[config.mk]
export PLATFORM = sky130hd
export DESIGN_NAME = conv_result_reader_flat
export DESIGN_NICKNAME = d
export VERILOG_FILES = /design/src/rtl/conv_result_reader_if.sv /design/src/rtl/conv_result_reader.sv /design/src/flat_wrapper.sv
export SDC_FILE = /design/constraint.sdc
export NUM_CORES = 1
export LEC_CHECK = 0
export CORE_ASPECT_RATIO = 1.4
export CORE_MARGIN = 4
export CORE_UTILIZATION = 52
export DETAILED_ROUTE_END_ITERATION = 10
export MAX_ROUTING_LAYER = met4
export PLACE_DENSITY = 0.95
export SKIP_CTS_REPAIR_TIMING = 1
export SLEW_MARGIN = 20
export SYNTH_ARGS = -nofsm -noshare
export SYNTH_HDL_FRONTEND = slang
export SYNTH_SLANG_ARGS = --single-unit
[constraint.sdc]
create_clock -name i_clock -period 4.7 [get_ports i_clock]
set_input_delay 0.47 -clock i_clock [delete_from_list [all_inputs] [get_ports i_clock]]
set_output_delay 0.47 -clock i_clock [all_outputs]
set_load 0.02 [all_outputs]
[src/rtl/conv_result_reader_if.sv]
// ---------------------------------------------------------------------------
// conv_result_reader_if
// Groups the host-side GPIO handshake and the result-RAM read port of the
// convolution result reader.
//   master : the reader itself (drives RAM enable/address and the GPIO word)
//   slave  : the environment (host GPIO block plus result RAM)
// Signals:
//   i_start     one-cycle pulse, begin readout at address 0
//   i_n_words   number of results to read (sampled with i_start)
//   i_req       host request level, each rising edge requests one word
//   o_ram_en    result RAM read enable (one-cycle pulse per read)
//   o_ram_addr  result RAM read address
//   i_ram_data  result RAM read data
//   o_gpio_data {ack, done, zeros, last, data} word returned to the host
//   o_busy      high while a read is in flight
// ---------------------------------------------------------------------------
interface conv_result_reader_if #(
  parameter int NB_ADDRESS = 10,
  parameter int RAM_WIDTH  = 13,
  parameter int GPIO_D     = 32
);
  logic                  i_start;
  logic [NB_ADDRESS:0]   i_n_words;
  logic                  i_req;
  logic                  o_ram_en;
  logic [NB_ADDRESS-1:0] o_ram_addr;
  logic [RAM_WIDTH-1:0]  i_ram_data;
  logic [GPIO_D-1:0]     o_gpio_data;
  logic                  o_busy;

  modport master (
    input  i_start, i_n_words, i_req, i_ram_data,
    output o_ram_en, o_ram_addr, o_gpio_data, o_busy
  );

  modport slave (
    output i_start, i_n_words, i_req, i_ram_data,
    input  o_ram_en, o_ram_addr, o_gpio_data, o_busy
  );
endinterface

[src/rtl/conv_result_reader.sv]
// ---------------------------------------------------------------------------
// conv_result_reader
// Streams convolution results from the result RAM back to the host over the
// GPIO input word. Each rising edge of the host request bit fetches one word;
// the ack bit of the GPIO word flips when that word is on the bus.
// Ports:
//   i_clock  system clock
//   i_reset  synchronous active-high reset
//   bus      conv_result_reader_if.master (handshake + RAM read port)
// All outputs come straight from registers.
// ---------------------------------------------------------------------------
module conv_result_reader #(
  parameter int NB_ADDRESS  = 10,
  parameter int RAM_WIDTH   = 13,
  parameter int GPIO_D      = 32,
  parameter int RAM_LATENCY = 2   // 1..4
) (
  input  logic                 i_clock,
  input  logic                 i_reset,
  conv_result_reader_if.master bus
);

  localparam int PAD = GPIO_D - RAM_WIDTH - 3;

  typedef enum logic [1:0] {
    S_IDLE,
    S_WAIT_REQ,
    S_READ,
    S_DONE
  } state_t;

  state_t                state_q, state_d;
  logic                  req_q;
  logic [NB_ADDRESS:0]   n_words_q, n_words_d;
  logic [NB_ADDRESS-1:0] ptr_q, ptr_d;
  logic [2:0]            cnt_q, cnt_d;
  logic [RAM_WIDTH-1:0]  data_q, data_d;
  logic                  last_q, last_d;
  logic                  done_q, done_d;
  logic                  ack_q, ack_d;
  logic                  ram_en_q, ram_en_d;
  logic [NB_ADDRESS-1:0] ram_addr_q, ram_addr_d;
  logic                  busy_q, busy_d;

  logic req_rise;
  logic is_last;

  assign req_rise = bus.i_req & ~req_q;
  // Widen ptr by one bit so a full-RAM run (n_words = 2^NB_ADDRESS) compares correctly.
  assign is_last  = ({1'b0, ptr_q} == (n_words_q - (NB_ADDRESS+1)'(1)));

  always_comb begin
    state_d    = state_q;
    n_words_d  = n_words_q;
    ptr_d      = ptr_q;
    cnt_d      = cnt_q;
    data_d     = data_q;
    last_d     = last_q;
    done_d     = done_q;
    ack_d      = ack_q;
    ram_en_d   = 1'b0;
    ram_addr_d = ram_addr_q;

    case (state_q)
      S_IDLE, S_DONE, S_WAIT_REQ: begin
        if (bus.i_start) begin
          // Restart: ack keeps its value so the host's toggle tracking stays valid.
          n_words_d = bus.i_n_words;
          ptr_d     = '0;
          data_d    = '0;
          last_d    = 1'b0;
          if (bus.i_n_words == '0) begin
            done_d  = 1'b1;
            state_d = S_DONE;
          end else begin
            done_d  = 1'b0;
            state_d = S_WAIT_REQ;
          end
        end else if (state_q == S_WAIT_REQ && req_rise) begin
          state_d    = S_READ;
          ram_en_d   = 1'b1;
          ram_addr_d = ptr_q;
          cnt_d      = '0;
        end
      end

      S_READ: begin
        cnt_d = cnt_q + 3'd1;
        // cnt_q counts cycles since the enable was visible; data is valid at RAM_LATENCY.
        if (cnt_q == 3'(RAM_LATENCY)) begin
          data_d = bus.i_ram_data;
          last_d = is_last;
          ack_d  = ~ack_q;
          if (is_last) begin
            done_d  = 1'b1;
            state_d = S_DONE;
          end else begin
            ptr_d   = ptr_q + NB_ADDRESS'(1);
            state_d = S_WAIT_REQ;
          end
        end
      end

      default: state_d = S_IDLE;
    endcase

    busy_d = (state_d == S_READ);
  end

  always_ff @(posedge i_clock) begin
    if (i_reset) begin
      state_q    <= S_IDLE;
      req_q      <= 1'b0;
      n_words_q  <= '0;
      ptr_q      <= '0;
      cnt_q      <= '0;
      data_q     <= '0;
      last_q     <= 1'b0;
      done_q     <= 1'b0;
      ack_q      <= 1'b0;
      ram_en_q   <= 1'b0;
      ram_addr_q <= '0;
      busy_q     <= 1'b0;
    end else begin
      state_q    <= state_d;
      req_q      <= bus.i_req;
      n_words_q  <= n_words_d;
      ptr_q      <= ptr_d;
      cnt_q      <= cnt_d;
      data_q     <= data_d;
      last_q     <= last_d;
      done_q     <= done_d;
      ack_q      <= ack_d;
      ram_en_q   <= ram_en_d;
      ram_addr_q <= ram_addr_d;
      busy_q     <= busy_d;
    end
  end

  assign bus.o_ram_en    = ram_en_q;
  assign bus.o_ram_addr  = ram_addr_q;
  assign bus.o_busy      = busy_q;
  assign bus.o_gpio_data = {ack_q, done_q, {PAD{1'b0}}, last_q, data_q};

endmodule

[src/flat_wrapper.sv]
// flat-port wrapper written by rule: the top's interface ports become plain ports
module conv_result_reader_flat 
#(
  parameter int NB_ADDRESS  = 10,
  parameter int RAM_WIDTH   = 13,
  parameter int GPIO_D      = 32,
  parameter int RAM_LATENCY = 2          
)
  (i_clock, i_reset, bus_i_start, bus_i_n_words, bus_i_req, bus_i_ram_data, bus_o_ram_en, bus_o_ram_addr, bus_o_gpio_data, bus_o_busy);
  conv_result_reader_if #(.NB_ADDRESS(NB_ADDRESS), .RAM_WIDTH(RAM_WIDTH), .GPIO_D(GPIO_D)) bus_i ();
  input  logic i_clock;
  input  logic i_reset;
  input wire logic [$bits(bus_i.i_start)-1:0] bus_i_start;
  input wire logic [$bits(bus_i.i_n_words)-1:0] bus_i_n_words;
  input wire logic [$bits(bus_i.i_req)-1:0] bus_i_req;
  input wire logic [$bits(bus_i.i_ram_data)-1:0] bus_i_ram_data;
  output wire logic [$bits(bus_i.o_ram_en)-1:0] bus_o_ram_en;
  output wire logic [$bits(bus_i.o_ram_addr)-1:0] bus_o_ram_addr;
  output wire logic [$bits(bus_i.o_gpio_data)-1:0] bus_o_gpio_data;
  output wire logic [$bits(bus_i.o_busy)-1:0] bus_o_busy;
  assign bus_i.i_start = bus_i_start;
  assign bus_i.i_n_words = bus_i_n_words;
  assign bus_i.i_req = bus_i_req;
  assign bus_i.i_ram_data = bus_i_ram_data;
  assign bus_o_ram_en = bus_i.o_ram_en;
  assign bus_o_ram_addr = bus_i.o_ram_addr;
  assign bus_o_gpio_data = bus_i.o_gpio_data;
  assign bus_o_busy = bus_i.o_busy;
  conv_result_reader #(.NB_ADDRESS(NB_ADDRESS), .RAM_WIDTH(RAM_WIDTH), .GPIO_D(GPIO_D), .RAM_LATENCY(RAM_LATENCY)) u_core (.i_clock(i_clock), .i_reset(i_reset), .bus(bus_i));
endmodule
### Word level (Yosys, flattened, before mapping)

Index checks and enable logic that the tools add are counted.

* bitwise operators: 5
* $add $sub $neg: 3
* equal/unequal tests: 12
* reductions and logical operators: 12
* mux-type cells: 25

Operators with widths (count)
* 10-bit 2-to-1 mux: 3
* 13-bit 2-to-1 mux: 2
* 13-bit one-hot mux with 2 select lines: 1
* 10-bit one-hot mux with 2 select lines: 1
* 10-bit by 11-bit equality test with 1-bit output: 1
* 11-bit logical NOT: 1
* 11-bit by 1-bit subtractor with 11-bit output, second input constant: 1
* 10-bit by 1-bit adder with 10-bit output, second input constant: 1
* 2-bit 2-to-1 mux: 5
* 3-bit AND reduction: 3
* 2-bit AND reduction: 4
* 1-bit 2-to-1 mux: 7
* 2-bit equality test, second input constant: 3
* 3-bit 2-to-1 mux: 2
* 2-bit by 1-bit != test with 1-bit output, second input constant: 3
* 2-bit != test, second input constant: 3
* 3-bit one-hot mux with 2 select lines: 1
* 3-bit OR reduction: 2
* 1-bit inverter: 4
* 1-bit one-hot mux with 2 select lines: 2
* 2-bit one-hot mux with 2 select lines: 1
* 3-bit by 1-bit adder with 3-bit output, second input constant: 1
* 3-bit by 2-bit equality test with 1-bit output, second input constant: 1
* 2-bit by 1-bit equality test with 1-bit output, second input constant: 1
* 3 further kinds: 3

* flip-flop bits (word level): 55
* output and inout bits: 44
* word-level logic and storage cells: 69

### Logic depth before layout (Yosys ltp)

* word-level depth: 7
* depth in mapped cells: 10
* gate-level depth less buffers: 9

### Worst setup path after synthesis

Ideal clock, no wire load.

* kind: reg-to-reg
* start: reg u_core.n_words_q[0]
* end: reg u_core.ptr_q[6]
* cell stages (with the launch flop): 10
* required time: 4.630 ns
* period minus slack after synthesis: 2.409 ns
* path buffers: 0
* arrival time: 2.339 ns
* slack: 2.291 ns
* path through: dfxtp_1 > inv_1 > ha_1 > or3b_2 > or3_1 > a21oi_1 > o31a_2 > nor3_2 > or4_1 > a21oi_1

* cells in the longest elaborated chain, start to end: 4

Ends and longest elaborated chain
* from (decl): line conv_result_reader.sv:34 `logic [NB_ADDRESS:0] n_words_q, n_words_d;`
* from (signal assigned): line conv_result_reader.sv:127 `n_words_q <= n_words_d;`
* 11-bit by 1-bit subtractor with 11-bit output: line conv_result_reader.sv:50 `assign is_last = ({1'b0, ptr_q} == (n_words_q - (NB_ADDRESS+1)'(1)));`
* 10-bit by 11-bit equality test with 1-bit output: line conv_result_reader.sv:50
* 2-bit != test (no source line)
* 3-bit AND reduction (no source line)
* to (signal assigned): line conv_result_reader.sv:128 `ptr_q <= ptr_d;`
* to (decl): line conv_result_reader.sv:35 `logic [NB_ADDRESS-1:0] ptr_q, ptr_d;`

Every way passes these cells.
A chain may end at the register's enable or synchronous reset.

### Final worst setup path

* start: reg u_core.n_words_q[0]
* end: reg u_core.done_q

* cells in the longest elaborated chain, start to end: 4

Ends and longest elaborated chain
* 11-bit by 1-bit subtractor with 11-bit output: line conv_result_reader.sv:50
* 10-bit by 11-bit equality test with 1-bit output: line conv_result_reader.sv:50
* 2-bit by 1-bit != test with 1-bit output (no source line)
* 3-bit AND reduction (no source line)
* to (signal assigned): line conv_result_reader.sv:132 `done_q <= done_d;`
* to (decl): line conv_result_reader.sv:39 `logic done_q, done_d;`

Every way passes these cells.

==> out/results.ini <==
[setup_path]
required_ps=4930
critPathKind=reg2reg
regToRegEndpoint=u_core.done_q
r2r_setup_slack_ps=1650
crit_start=u_core.n_words_q[0]
r2r_start=u_core.n_words_q[0]
start_kind=flop
worstPathArrival_ps=3280
endpoint_kind=flop
worstRegToRegCells=9
cp_max_fo=14

[run_status]
outcome=finished clean

[synth]
syn_area_per_cell_um2=8.17
synth_warnings=0
synth_seq_cells=55
syn_area_um2=2630
yosysSeqAreaShare_pct=41.9
synth.distinct_cells=47
synthFlopType=dfxtp_1
synth_edf_count=0
async_reset_ff_share_pct=0
synth_cells=322

[die]
die_w_um=68.1
start_util_pct=53.9
die_area_um2=6280
core-area_um2=4880
die_h_um=92.1
placementRows=30
ios=72

[sta]
rsz0062_at_grt=no
finClkSkew_ps=9.47
period_share_pct=65.0
setup-violations-final=0
worst_pin_slew_ps=971
finalCriticalPeriod_ps=3050
fmax_mhz=327
hold_violations=0
slew_violations=0
fin_setup_tns_ps=0
whs_ps=461
max_slew_margin_pct=35.1

[layout]
final_util_pct=66.1
fill_cells=370
drive_gt1_share_pct=5.19
antennaDiodeCount=0
fin_area_um2=3220
area_growth_pct=22.6
final_cells=430
nets=397

[clocking]
h-tree-depth=2
cts_tree=done
cts_inserted_buffers=5
ctsLongestPathBuffers=2
clk_latency_ps=310
clkSlewWorstSetupHoldPaths_ps=100
clock-sinks=55
clockRootBuffer=clkbuf_8

[drt]
drc=0
vias_per_cell=5.53
vias=2378
initialDrtViolationCount=90
drtPass1Iterations=4
routed_wl_um=6250
antenna_left=0
wl_per_cell_um=14.5

[place]
post_dp_cell_area_um2=3120
port_buffers=55
gp_congestion=0.819
placedCellCount=422
dp_hpwl_um=4550

[worst_hold_path]
min_to=u_core.bus.o_ram_addr[6]
holdCritPathClass=reg2reg
holdCritStartpoint=u_core.bus.o_ram_addr[6]
holdPathStages=2

[grt]
grt_antenna_before_repair=0
track_usage_pct=21.1
grt_pass1_wl_um=10100
grt_overflow=0
grt_max_degree=49
grt_pass1_vias=2296

[run]
max-cap-violations=0

[pwr]
p_leak_nw=1.14
vdd_ir_drop_max_mv=0.236
p_per_area_nw_per_um2=274

-- where the power goes --
part           total (W)  switching (W)  internal [W]  leakage, nW
Sequential      0.000486      0.0000112      0.000475        0.446
Combinational   0.000120      0.0000680     0.0000523        0.647
Clock           0.000279       0.000158      0.000121       0.0516
Total           0.000885       0.000237      0.000648         1.14
-- cells in the final DEF (no fill, tap or decap), drive strengths merged, types with 6 or more instances in the layout --
cell type and count:
dfxtp 55, clkbuf 6, clkdlybuf4s50 55, nor3 10, xnor2 7, a21oi 32, inv 8, o21ai 8
nand2b 8, a22oi 14, conb 16, nor2 24, nand3 8, nand2 54
-- cells by family (layout without fill, tap and decap cells) --
| kind of cell | count (synthesis) | after routing | share of synthesized area, % |
|---|---|---|---|
| and+or+nand+nor | 133 | 133 | 24.9 |
| other | 1 | 16 | 0.143 |
| AOI/OAI and AO/OA | 73 | 73 | 17.7 |
| muxes | 1 | 1 | 0.381 |
| DFF | 55 | 55 | 41.9 |
| xor gates and xnor gates | 12 | 12 | 4.00 |
| adders and majority gates | 4 | 4 | 1.90 |
| buffers and inverters | 43 | 72 | 9.13 |
-- layer usage --
layer	part of all wire, %	vias up	global-route usage [%]
met5	0	-	-
met4	1.6	0	7.13
met3	5.1	10	4.04
met2	54	83	36.4
met1	39	1115	23.8
li1	-	1170	-
-- state kept, by name, indices dropped and copies added (netlist names) --
register               cells
u_core.last_q              1
u_core.ack_q               1
u_core.bus.o_busy          1
u_core.bus.o_ram_addr     10
u_core.n_words_q          11
u_core.cnt_q               3
u_core.req_q               1
u_core.done_q              1
u_core.data_q             13
u_core.ptr_q              10
u_core.state_q             2
u_core.bus.o_ram_en        1
-- metrics by stage --
step | power (W) | worst slack, ps
after floorplan | 0.000583 | 2290
after global placement | 0.000609 | 1960
after detailed placement | 0.000614 | 1730
after CTS | 0.000887 | 1710
after global routing | 0.000919 | 1360
final | 0.000885 | 1650
-- area by class of cell --
class / instances / area [um^2] / area share [%]
tap: 64 / 80.1 / 2.48
inverter: 7 / 26.3 / 0.815
sequential: 55 / 1100 / 34.1
clock buffer: 6 / 82.6 / 2.56
timing repair buffer: 57 / 566 / 17.5
clock inverter: 2 / 13.8 / 0.427
multi-input combinational: 239 / 1360 / 42.0
-- synthesized netlist by cell type (3+ instances only) --
cell	count	area, um^2
clkbuf_1	15	56.3
or4_1	3	22.5
nand3_1	8	40.0
nor3b_1	3	22.5
nor2_1	24	90.1
a21oi_1	32	160
o31ai_1	3	22.5
nor4_1	4	25.0
nand2_1	54	203
inv_1	7	26.3
nor3_1	9	45.0
xor2_1	5	43.8
a31oi_1	3	18.8
dfxtp_1	55	1100
xnor2_1	7	61.3
o21ai_0	6	30.0
a22oi_1	14	105
ha_1	4	50.1
nand2b_1	8	50.1
buf_4	19	143
or3_1	5	31.3
-- worst max-delay path by stage --
stage / end / slack [ps] / cells after the start
4_1_cts: u_core.done_q / 1710 / 9
3_3_place_gp: u_core.ptr_q[1] / 1960 / 9
6_report: u_core.done_q / 1650 / 9
5_1_grt: u_core.state_q[1] / 1360 / 9
3_5_place_dp: u_core.done_q / 1730 / 9
2_1_floorplan: u_core.ptr_q[6] / 2290 / 9
-- critical path: stages (launching register included) --
cell	delay [ps]
dfxtp_1	360
inv_1	70
ha_1	200
nor3b_1	580
nand3_1	160
o211a_1	230
o31a_2	350
nor3_2	630
a211oi_1	170
nor3_1	210
(Power assumes the default switching activity.)
